[config.mk]
export PLATFORM = sky130hd
export DESIGN_NAME = axis_read_seq
export DESIGN_NICKNAME = d
export VERILOG_FILES = /design/src/rtl/axis_read_seq.sv
export SDC_FILE = /design/constraint.sdc
export NUM_CORES = 1
export LEC_CHECK = 0
export BUFFER_PORTS_ARGS = -buffer_cell sky130_fd_sc_hd__buf_2
export CAP_MARGIN = 10
export CORE_AREA = 3 3 239 241
export DETAILED_ROUTE_END_ITERATION = 8
export DIE_AREA = 0 0 242 244
export PLACE_DENSITY_LB_ADDON = 0.25
export SLEW_MARGIN = 20
export SYNTH_ARGS = -nofsm -noshare
export SYNTH_HDL_FRONTEND = slang
export SYNTH_SLANG_ARGS = --single-unit
[constraint.sdc]
create_clock -name clk -period 3.75 [get_ports clk]
set_input_delay 0.5625 -clock clk [delete_from_list [all_inputs] [get_ports clk]]
set_output_delay 0.5625 -clock clk [all_outputs]
set_load 0.02 [all_outputs]
[src/rtl/axis_read_seq.sv]
// axis_read_seq: descriptor sequencer for a stream reader.
// Queues {addr,len} descriptors. For each one it writes the cfg words
// (ID select, start address, length), then counts output-stream handshakes
// until len words have been delivered, and pulses done.
// Optional feature macro: AXIS_READ_SEQ_STATUS_EN (live beat_cnt and sticky err).
module axis_read_seq #(
  parameter int                    CFG_AWIDTH  = 5,
  parameter int                    CFG_DWIDTH  = 32,
  parameter int                    DESC_AWIDTH = 2,
  parameter logic [CFG_DWIDTH-1:0] CFG_ID      = CFG_DWIDTH'(1),
  parameter logic [CFG_AWIDTH-1:0] CFG_ADDR    = CFG_AWIDTH'(23),
  parameter logic [CFG_AWIDTH-1:0] CFG_DATA    = CFG_AWIDTH'(24)
) (
  input  logic                  clk,
  input  logic                  rst,
  input  logic [CFG_DWIDTH-1:0] desc_addr,
  input  logic [CFG_DWIDTH-1:0] desc_len,
  input  logic                  desc_valid,
  output logic                  desc_ready,
  output logic [CFG_AWIDTH-1:0] cfg_addr,
  output logic [CFG_DWIDTH-1:0] cfg_data,
  output logic                  cfg_valid,
  input  logic                  mon_valid,
  input  logic                  mon_ready,
  output logic                  busy,
  output logic                  done,
  output logic [CFG_DWIDTH-1:0] beat_cnt,
  output logic                  err
);

  localparam int DEPTH = 1 << DESC_AWIDTH;
  localparam logic [DESC_AWIDTH:0]   FULL_CNT = (DESC_AWIDTH+1)'(DEPTH);
  localparam logic [DESC_AWIDTH:0]   CNT_ONE  = (DESC_AWIDTH+1)'(1);
  localparam logic [DESC_AWIDTH-1:0] PTR_ONE  = DESC_AWIDTH'(1);

  typedef enum logic [5:0] {
    S_IDLE = 6'b000001,
    S_SEL  = 6'b000010,
    S_ADDR = 6'b000100,
    S_LEN  = 6'b001000,
    S_RUN  = 6'b010000,
    S_DONE = 6'b100000
  } state_t;

  state_t                  state_q, state_d;
  logic [CFG_DWIDTH-1:0]   addr_mem_q [DEPTH];
  logic [CFG_DWIDTH-1:0]   addr_mem_d [DEPTH];
  logic [CFG_DWIDTH-1:0]   len_mem_q  [DEPTH];
  logic [CFG_DWIDTH-1:0]   len_mem_d  [DEPTH];
  logic [DESC_AWIDTH-1:0]  wr_ptr_q, wr_ptr_d, rd_ptr_q, rd_ptr_d;
  logic [DESC_AWIDTH:0]    count_q, count_d;
  logic                    desc_ready_q, desc_ready_d;
  logic [CFG_DWIDTH-1:0]   work_addr_q, work_addr_d, work_len_q, work_len_d;
  logic [CFG_DWIDTH-1:0]   cnt_q, cnt_d, cnt_inc_s;
  logic                    cfg_valid_q, cfg_valid_d;
  logic [CFG_AWIDTH-1:0]   cfg_addr_q, cfg_addr_d;
  logic [CFG_DWIDTH-1:0]   cfg_data_q, cfg_data_d;
  logic                    busy_q, busy_d, done_q, done_d;
  logic                    push_s, pop_s, beat_s;

  // desc_ready is a flop, so a same-cycle pop never frees a slot for a push
  assign push_s    = desc_valid & desc_ready_q;
  assign pop_s     = (state_q == S_IDLE) && (count_q != '0);
  assign beat_s    = mon_valid & mon_ready;
  assign cnt_inc_s = cnt_q + CFG_DWIDTH'(1);

  // Descriptor FIFO: storage, wrapping pointers and occupancy
  always_comb begin
    addr_mem_d = addr_mem_q;
    len_mem_d  = len_mem_q;
    wr_ptr_d   = wr_ptr_q;
    rd_ptr_d   = rd_ptr_q;
    count_d    = count_q;
    if (push_s) begin
      addr_mem_d[wr_ptr_q] = desc_addr;
      len_mem_d[wr_ptr_q]  = desc_len;
      wr_ptr_d             = wr_ptr_q + PTR_ONE;
    end else begin
      wr_ptr_d = wr_ptr_q;
    end
    if (pop_s) begin
      rd_ptr_d = rd_ptr_q + PTR_ONE;
    end else begin
      rd_ptr_d = rd_ptr_q;
    end
    case ({push_s, pop_s})
      2'b10:   count_d = count_q + CNT_ONE;
      2'b01:   count_d = count_q - CNT_ONE;
      default: count_d = count_q;
    endcase
    desc_ready_d = (count_d != FULL_CNT);
  end

  // Sequencer next state, working descriptor and beat counter
  always_comb begin
    state_d     = state_q;
    work_addr_d = work_addr_q;
    work_len_d  = work_len_q;
    cnt_d       = cnt_q;
    case (state_q)
      S_IDLE: begin
        if (pop_s) begin
          work_addr_d = addr_mem_q[rd_ptr_q];
          work_len_d  = len_mem_q[rd_ptr_q];
          if (len_mem_q[rd_ptr_q] == '0) begin
            state_d = S_DONE;
          end else begin
            state_d = S_SEL;
          end
        end else begin
          state_d = S_IDLE;
        end
      end
      S_SEL:  state_d = S_ADDR;
      S_ADDR: state_d = S_LEN;
      S_LEN: begin
        cnt_d   = '0;
        state_d = S_RUN;
      end
      S_RUN: begin
        if (beat_s) begin
          cnt_d = cnt_inc_s;
          if (cnt_inc_s == work_len_q) begin
            state_d = S_DONE;
          end else begin
            state_d = S_RUN;
          end
        end else begin
          state_d = S_RUN;
        end
      end
      S_DONE:  state_d = S_IDLE;
      default: state_d = S_IDLE;
    endcase
  end

  // Registered outputs decoded from the upcoming state; cfg bus is zero when idle
  always_comb begin
    cfg_valid_d = 1'b0;
    cfg_addr_d  = '0;
    cfg_data_d  = '0;
    case (state_d)
      S_SEL: begin
        cfg_valid_d = 1'b1;
        cfg_addr_d  = CFG_ADDR;
        cfg_data_d  = CFG_ID;
      end
      S_ADDR: begin
        cfg_valid_d = 1'b1;
        cfg_addr_d  = CFG_DATA;
        cfg_data_d  = work_addr_d;
      end
      S_LEN: begin
        cfg_valid_d = 1'b1;
        cfg_addr_d  = CFG_DATA;
        cfg_data_d  = work_len_d;
      end
      default: begin
        cfg_valid_d = 1'b0;
      end
    endcase
    busy_d = (state_d != S_IDLE);
    done_d = (state_d == S_DONE);
  end

  // State, queue and output registers; reset discards all descriptors
  always_ff @(posedge clk or negedge rst) begin
    if (!rst) begin
      state_q      <= S_IDLE;
      addr_mem_q   <= '{default: '0};
      len_mem_q    <= '{default: '0};
      wr_ptr_q     <= '0;
      rd_ptr_q     <= '0;
      count_q      <= '0;
      desc_ready_q <= 1'b1;
      work_addr_q  <= '0;
      work_len_q   <= '0;
      cnt_q        <= '0;
      cfg_valid_q  <= 1'b0;
      cfg_addr_q   <= '0;
      cfg_data_q   <= '0;
      busy_q       <= 1'b0;
      done_q       <= 1'b0;
    end else begin
      state_q      <= state_d;
      addr_mem_q   <= addr_mem_d;
      len_mem_q    <= len_mem_d;
      wr_ptr_q     <= wr_ptr_d;
      rd_ptr_q     <= rd_ptr_d;
      count_q      <= count_d;
      desc_ready_q <= desc_ready_d;
      work_addr_q  <= work_addr_d;
      work_len_q   <= work_len_d;
      cnt_q        <= cnt_d;
      cfg_valid_q  <= cfg_valid_d;
      cfg_addr_q   <= cfg_addr_d;
      cfg_data_q   <= cfg_data_d;
      busy_q       <= busy_d;
      done_q       <= done_d;
    end
  end

  assign desc_ready = desc_ready_q;
  assign cfg_valid  = cfg_valid_q;
  assign cfg_addr   = cfg_addr_q;
  assign cfg_data   = cfg_data_q;
  assign busy       = busy_q;
  assign done       = done_q;

`ifdef AXIS_READ_SEQ_STATUS_EN
  logic err_q, err_d;

  // Sticky error: any stream handshake seen while not in RUN
  always_comb begin
    err_d = err_q | (beat_s & (state_q != S_RUN));
  end

  // Error flag register, cleared only by reset
  always_ff @(posedge clk or negedge rst) begin
    if (!rst) begin
      err_q <= 1'b0;
    end else begin
      err_q <= err_d;
    end
  end

  assign beat_cnt = cnt_q;
  assign err      = err_q;
`else
  assign beat_cnt = '0;
  assign err      = 1'b0;
`endif

endmodule

# --- After elaboration in Yosys (flattened, before gate mapping) ---
# Cells that the tools add are included.
totals:
  register_bits: 406
  latch_bits: 0
  ram_bits: 0
  romBits: 0
  input_bits: 69
  elab_cells: 81
  mem_count: 0
op_classes:
  add_sub_neg: 5
  mul: 0
  n_div: 0
  order_cmp: 3
  n_eq_ne: 15
  shift: 0
  n_mux: 25
  n_bitwise: 4
  n_reduce_logical: 8
ops:
  columns: ["operator", "count"]
  rows:
  - ["2-to-1 mux 32 bit", 10]
  - ["bitwise mux 128 bit", 2]
  - ["binary-select mux 32 bit (select 2 bit)", 2]
  - ["case mux 32 bit (3 select lines)", 1]
  - ["demux 32 bit (select 2 bit)", 1]
  - ["case mux 32 bit (2 select lines)", 1]
  - ["adder 32 x 1 -> 32 bit, second input constant", 1]
  - ["== test 32 bit", 1]
  - ["zero test 32 bit", 1]
  - ["case mux 6 bit (5 select lines)", 1]
  - ["2-to-1 mux 6 bit", 4]
  - ["== test 6 x 2 -> 1 bit, second input constant", 2]
  - ["== test 6 x 3 -> 1 bit, second input constant", 2]
  - ["== test 6 x 4 -> 1 bit, second input constant", 2]
  - ["case mux 5 bit (2 select lines)", 1]
  - ["== test 6 x 1 -> 1 bit, second input constant", 1]
  - ["== test 6 x 5 -> 1 bit, second input constant", 1]
  - ["== test 6 bit, second input constant", 1]
  - [">= comparator 3 bit, second input constant", 2]
  - ["inequality test 6 x 1 -> 1 bit, second input constant", 1]
  - ["NOT 2 -> 3 bit", 2]
  - ["case mux 3 bit (2 select lines)", 1]
  - ["adder 2 x 1 -> 2 bit, second input constant", 2]
  - ["adder 3 x 1 -> 3 bit, second input constant", 1]
  - ["14 further kinds", 16]

# --- Depth between registers and ports, before layout ---
depth:
  ltp_word: 11
  ltp_mapped: 14
  depth_no_buf: 12

# --- Worst setup path after synthesis ---
# No wires, ideal clock.
synth_timing:
  path_type: "reg-to-reg"
  start: "register cnt_q[0]"
  end: "register state_q[4]"
  arrival_time_ns: 2.962
  t_required_ns: 3.632
  slack_ns: 0.669
  path_stages_with_launch: 11
  cell_sequence: "dfrtp_1 ha_1 nand4_1 or4_1 buf_6 nor4_1 and3_1 xnor2_1 nand4_1 or4b_4 a21o_1"
synth_via:
  elab_chain_len: 5
synth_rtl:
  columns: ["item", "line", "text"]
  rows:
  - ["from (decl)", "54", "logic [CFG_DWIDTH-1:0] cnt_q, cnt_d, cnt_inc_s;"]
  - ["from (signal assigned)", "194", "cnt_q <= cnt_d;"]
  - ["adder 32 x 1 -> 32 bit", "65", "assign cnt_inc_s = cnt_q + CFG_DWIDTH'(1);"]
  - ["== test 32 bit", "123", "if (cnt_inc_s == work_len_q) begin"]
  - ["2-to-1 mux 6 bit", "123", null]
  - ["2-to-1 mux 6 bit", "121", "if (beat_s) begin"]
  - ["case mux 6 bit (5 select lines)", "100", "case (state_q)"]
  - ["net state_d[4]", "45", "state_t state_q, state_d;"]
  - ["to (signal assigned)", "185", "state_q <= state_d;"]
  - ["to (decl)", "45", null]
# The timed path passes the listed nets, and every way through them passes these cells.
# A chain may end at the register's enable or synchronous reset.

# --- Final worst setup path ---
layout_timing:
  start: "register cnt_q[0]"
  end: "register done_q, in the netlist done"
layout_via:
  elab_chain_len: 6
layout_rtl:
  columns: ["item", "line", "text"]
  rows:
  - ["adder 32 x 1 -> 32 bit", "65", null]
  - ["== test 32 bit", "123", null]
  - ["2-to-1 mux 6 bit", "123", null]
  - ["2-to-1 mux 6 bit", "121", null]
  - ["case mux 6 bit (5 select lines)", "100", null]
  - ["== test 6 bit", "163", "done_d = (state_d == S_DONE);"]
  - ["net done_d", "58", "logic busy_q, busy_d, done_q, done_d;"]
  - ["to (signal assigned)", "199", "done_q <= done_d;"]
  - ["to (decl)", "58", null]
# The timed path passes the listed nets, and every way through them passes these cells.

==> impl_metrics.yaml <==
status:
  status: "completed"
sta:
  tns_ps: 0
  fmax_mhz: 288
  finalClockSkew_ps: 8.47
  slew_violations: 0
  rsz0062_at_grt: "false"
  hold_viol: 0
  maxSlewHeadroom: 0.253
  setup_violations: 0
  tightest_slew_ps: 1120
  period_minus_slack_ps: 3480
  fin_crit_sh: 0.927
drt:
  wl_met1_um: 21700
  wl_per_cell_um: 21.1
  dr.first_iter.drc_count: 686
  drc_errors: 0
  postRouteAntennaNets: 0
  vias: 11100
  vias_per_cell: 4.97
  routed.top_layer: "met5"
  dr.pass1.iters: 5
  met2_length_um: 21700
  wl_um: 47000
  wl_met3_um: 2090
final_layout:
  finalNetCount: 1524
  layoutNonFillerInstCount: 2226
  syn2layout_area_growth_pct: 15.6
  drive_gt1_frac: 0.393
power_and_ir_drop:
  p_sw_frac: 0.341
  combPwrFrac: 0.386
  leakagePower_uw: 0.00920
  pwr-share-clk: 0.226
  p_seq_frac: 0.388
  ir_worst_vdd_v: 0.000408
  powerDensity_nw_per_um2: 917
  p_switching_uw: 6560
  intPower_uw: 12700
setup_path:
  r2r-end: "done"
  cp_num_buf_inv: 0
  worst-setup-path-type: "flip-flop to flip-flop"
  startpoint: "cnt_q[0]"
  critPathCaptureType: "flip-flop"
  setup.worst_path.end: "done"
  crit_path_top_delay_cell: "or4_1"
  worst-path-stages: 9
  critPathTopFamily: "simple AND/OR/NAND/NOR gates"
  ff2ff_setup_slack_ps: 270
  cp-start-kind: "flip-flop"
  cp.arrival_ps: 3940
  cp_data_required_time_ps: 4210
  reg2reg_depth: 9
  critical_path.cell_chain: "ha_1 -> nand4_1 -> nor2_1 -> nand3_1 -> xnor2_1 -> or4_1 -> nor4_1 -> or4b_4 -> o21ai_0"
  critPathMaxFanout: 7
  r2r-start: "cnt_q[0]"
  slowest_delay_ps: 560
grt:
  grt_pass1_vias: 11700
  grt_overflow: 0
  grt_pass1_wl_um: 73300
  grt_max_degree: 96
  antenna_found_initial: 4
  grtUsageTotal: 0.161
yosys:
  ys_seq_area_frac: 0.556
  synth-edff-count: 0
  ys.warnings.count: 0
  synth_area_um2: 18100
  synth-main-ff-cell: "dfrtp_1"
  async_flop_share: 1.00
  ys_ff_latch: 403
  synth_cells: 1341
  syn_area_per_cell_um2: 13.5
  synth_cell_types: 56
die:
  rows: 86
  die_w_um: 242
  die_area_um2: 59000
  initial_utilization: 0.329
  die_h_um: 244
  io-pin-count: 143
  core_um2: 55100
clock_tree:
  cts_buffers: 44
  cts_tree: "yes"
  post_cts_resized: 0
  cts_sinks: 403
  cts_root_buffer: "clkbuf_16"
  cts_buffer_depth: 3
  htree_levels: 2
  holdBufCountCts: 0
  path_clk_slew_ps: 60
  cts_setup_buffers: 0
  clk_latency_ps: 560
placed_design:
  io_buffers: 109
  dp.cells: 2150
  hpwlAfterDp_um: 32200
  gp_congestion: 0.865
min_path:
  worstHoldPathType: "input port to async pin"
job:
  maxCapViolCount: 0
-- worst min-delay path by stage --
stage	slack, ps	from	endpoint	cells past startpoint
6_report	40	rst	len_mem_q[41]	1
5_1_grt	90	rst	len_mem_q[41]	1
4_1_cts	70	rst	len_mem_q[41]	1
3_5_place_dp	490	work_addr_q[4]	work_addr_q[4]	1
3_3_place_gp	480	len_mem_q[40]	len_mem_q[40]	1
2_1_floorplan	270	rst	addr_mem_q[0]	0
-- flip-flops by register name, summed over array words and instances, names as in the netlist --
| register | count |
|---|---|
| work_addr_q | 32 |
| wr_ptr_q | 2 |
| work_len_q | 32 |
| cnt_q | 32 |
| cfg_addr | 3 |
| state_q | 6 |
| busy | 1 |
| desc_ready | 1 |
| rd_ptr_q | 2 |
| len_mem_q | 128 |
| done | 1 |
| cfg_data | 32 |
| count_q | 3 |
| addr_mem_q | 128 |
-- cells in the mapped netlist (3+ instances only) --
cell        n  share of area
xnor2_1    37          0.018
or3_1       3         0.0010
o21ai_0    48          0.013
nor3_1     15         0.0041
buf_4      36          0.015
mux4_2     64          0.079
and3_1     10         0.0034
or2_2       3         0.0010
clkbuf_1   59          0.012
nand2b_1    5         0.0017
a21oi_1    10         0.0028
o31ai_1    14         0.0058
nor2b_1     3         0.0010
xor2_1     24          0.012
mux2_2    289           0.18
a22o_1     31          0.015
dfrtp_1   401           0.55
nor2_1     32         0.0066
buf_1       9         0.0019
nor4_1     12         0.0041
a31oi_1     5         0.0017
buf_2       8         0.0022
nand3_1    32         0.0088
o41ai_1     3         0.0014
and2_1      6         0.0021
inv_1      12         0.0025
ha_1        6         0.0041
nand4_1    10         0.0034
nand2_1   121          0.025
-- cell families (layout without fill, tap and decap cells) --
| family | count (synthesis) | count (layout) | synth area share |
|---|---|---|---|
| AOI/OAI and AO/OA | 122 | 122 | 0.0452 |
| other | 1 | 34 | 0.000207 |
| xor gates and xnor gates | 61 | 61 | 0.0294 |
| muxes | 355 | 355 | 0.260 |
| buffers and inverters | 126 | 230 | 0.0345 |
| and+or+nand+nor | 266 | 266 | 0.0696 |
| DFF | 403 | 403 | 0.556 |
| adders and majority gates | 7 | 7 | 0.00524 |
-- through the flow --
step	util	area [um2]	total power, uW	hold WS [ps]	worst slack, ps
2_1_floorplan	-	18300	12500	267	669
3_3_place_gp	0.355	19500	14900	481	400
3_5_place_dp	0.355	19500	15100	486	339
4_1_cts	0.381	21000	19500	74.1	279
5_1_grt	0.381	21000	20400	88.6	14.9
6_report	0.381	21000	19200	35.9	272
-- cell usage in the layout (no fill, tap or decap), types with 6 or more instances in the layout --
cell and n:
nor2_1 32, conb_1 33, and2_1 6, clkbuf_1 9
ha_1 6, nand4_1 10, nor3_1 14, clkinv_2 6
mux2_2 289, a22o_1 31, nand3_1 28, dfrtp_1 399
clkbuf_8 11, mux4_2 64, clkbuf_16 45, buf_2 108
o31ai_1 14, inv_1 11, buf_4 29, xnor2_1 37
o21ai_0 48, nand2_1 121, xor2_1 24, a21oi_1 10
and3_1 10, nor4_1 12
-- layer usage --
metal  up-vias  track usage
met2       212        0.251
met4         6       0.0536
met3        82       0.0320
met5         -            0
li1       4979            -
met1      5793        0.225
-- worst register-to-register path: stages (launching register included) --
cell and delay [ps]:
dfrtp_1 440, ha_1 320, nand4_1 270, nor2_1 440, nand3_1 200, xnor2_1 170
or4_1 560, nor4_1 270, or4b_4 510, o21ai_0 210
-- power by group through the flow --
stage          logic (uW)  registers (uW)  clock network (uW)
2_1_floorplan        5290            7240                   0
3_3_place_gp         7410            7470                   0
3_5_place_dp         7560            7560                   0
4_1_cts              7580            7490                4470
5_1_grt              8020            7710                4660
6_report             7430            7470                4340
-- final cells by class --
cell class,instances,area [um2]
diodes,1,2.50
clock buffers,65,1310
clock inverters,10,128
fillers,5288,34100
inverters,13,48.8
multi-input cells,844,7610
flip-flops and latches,403,10100
well taps,748,936
repair buffers,142,853
(Power assumes the default switching activity.)
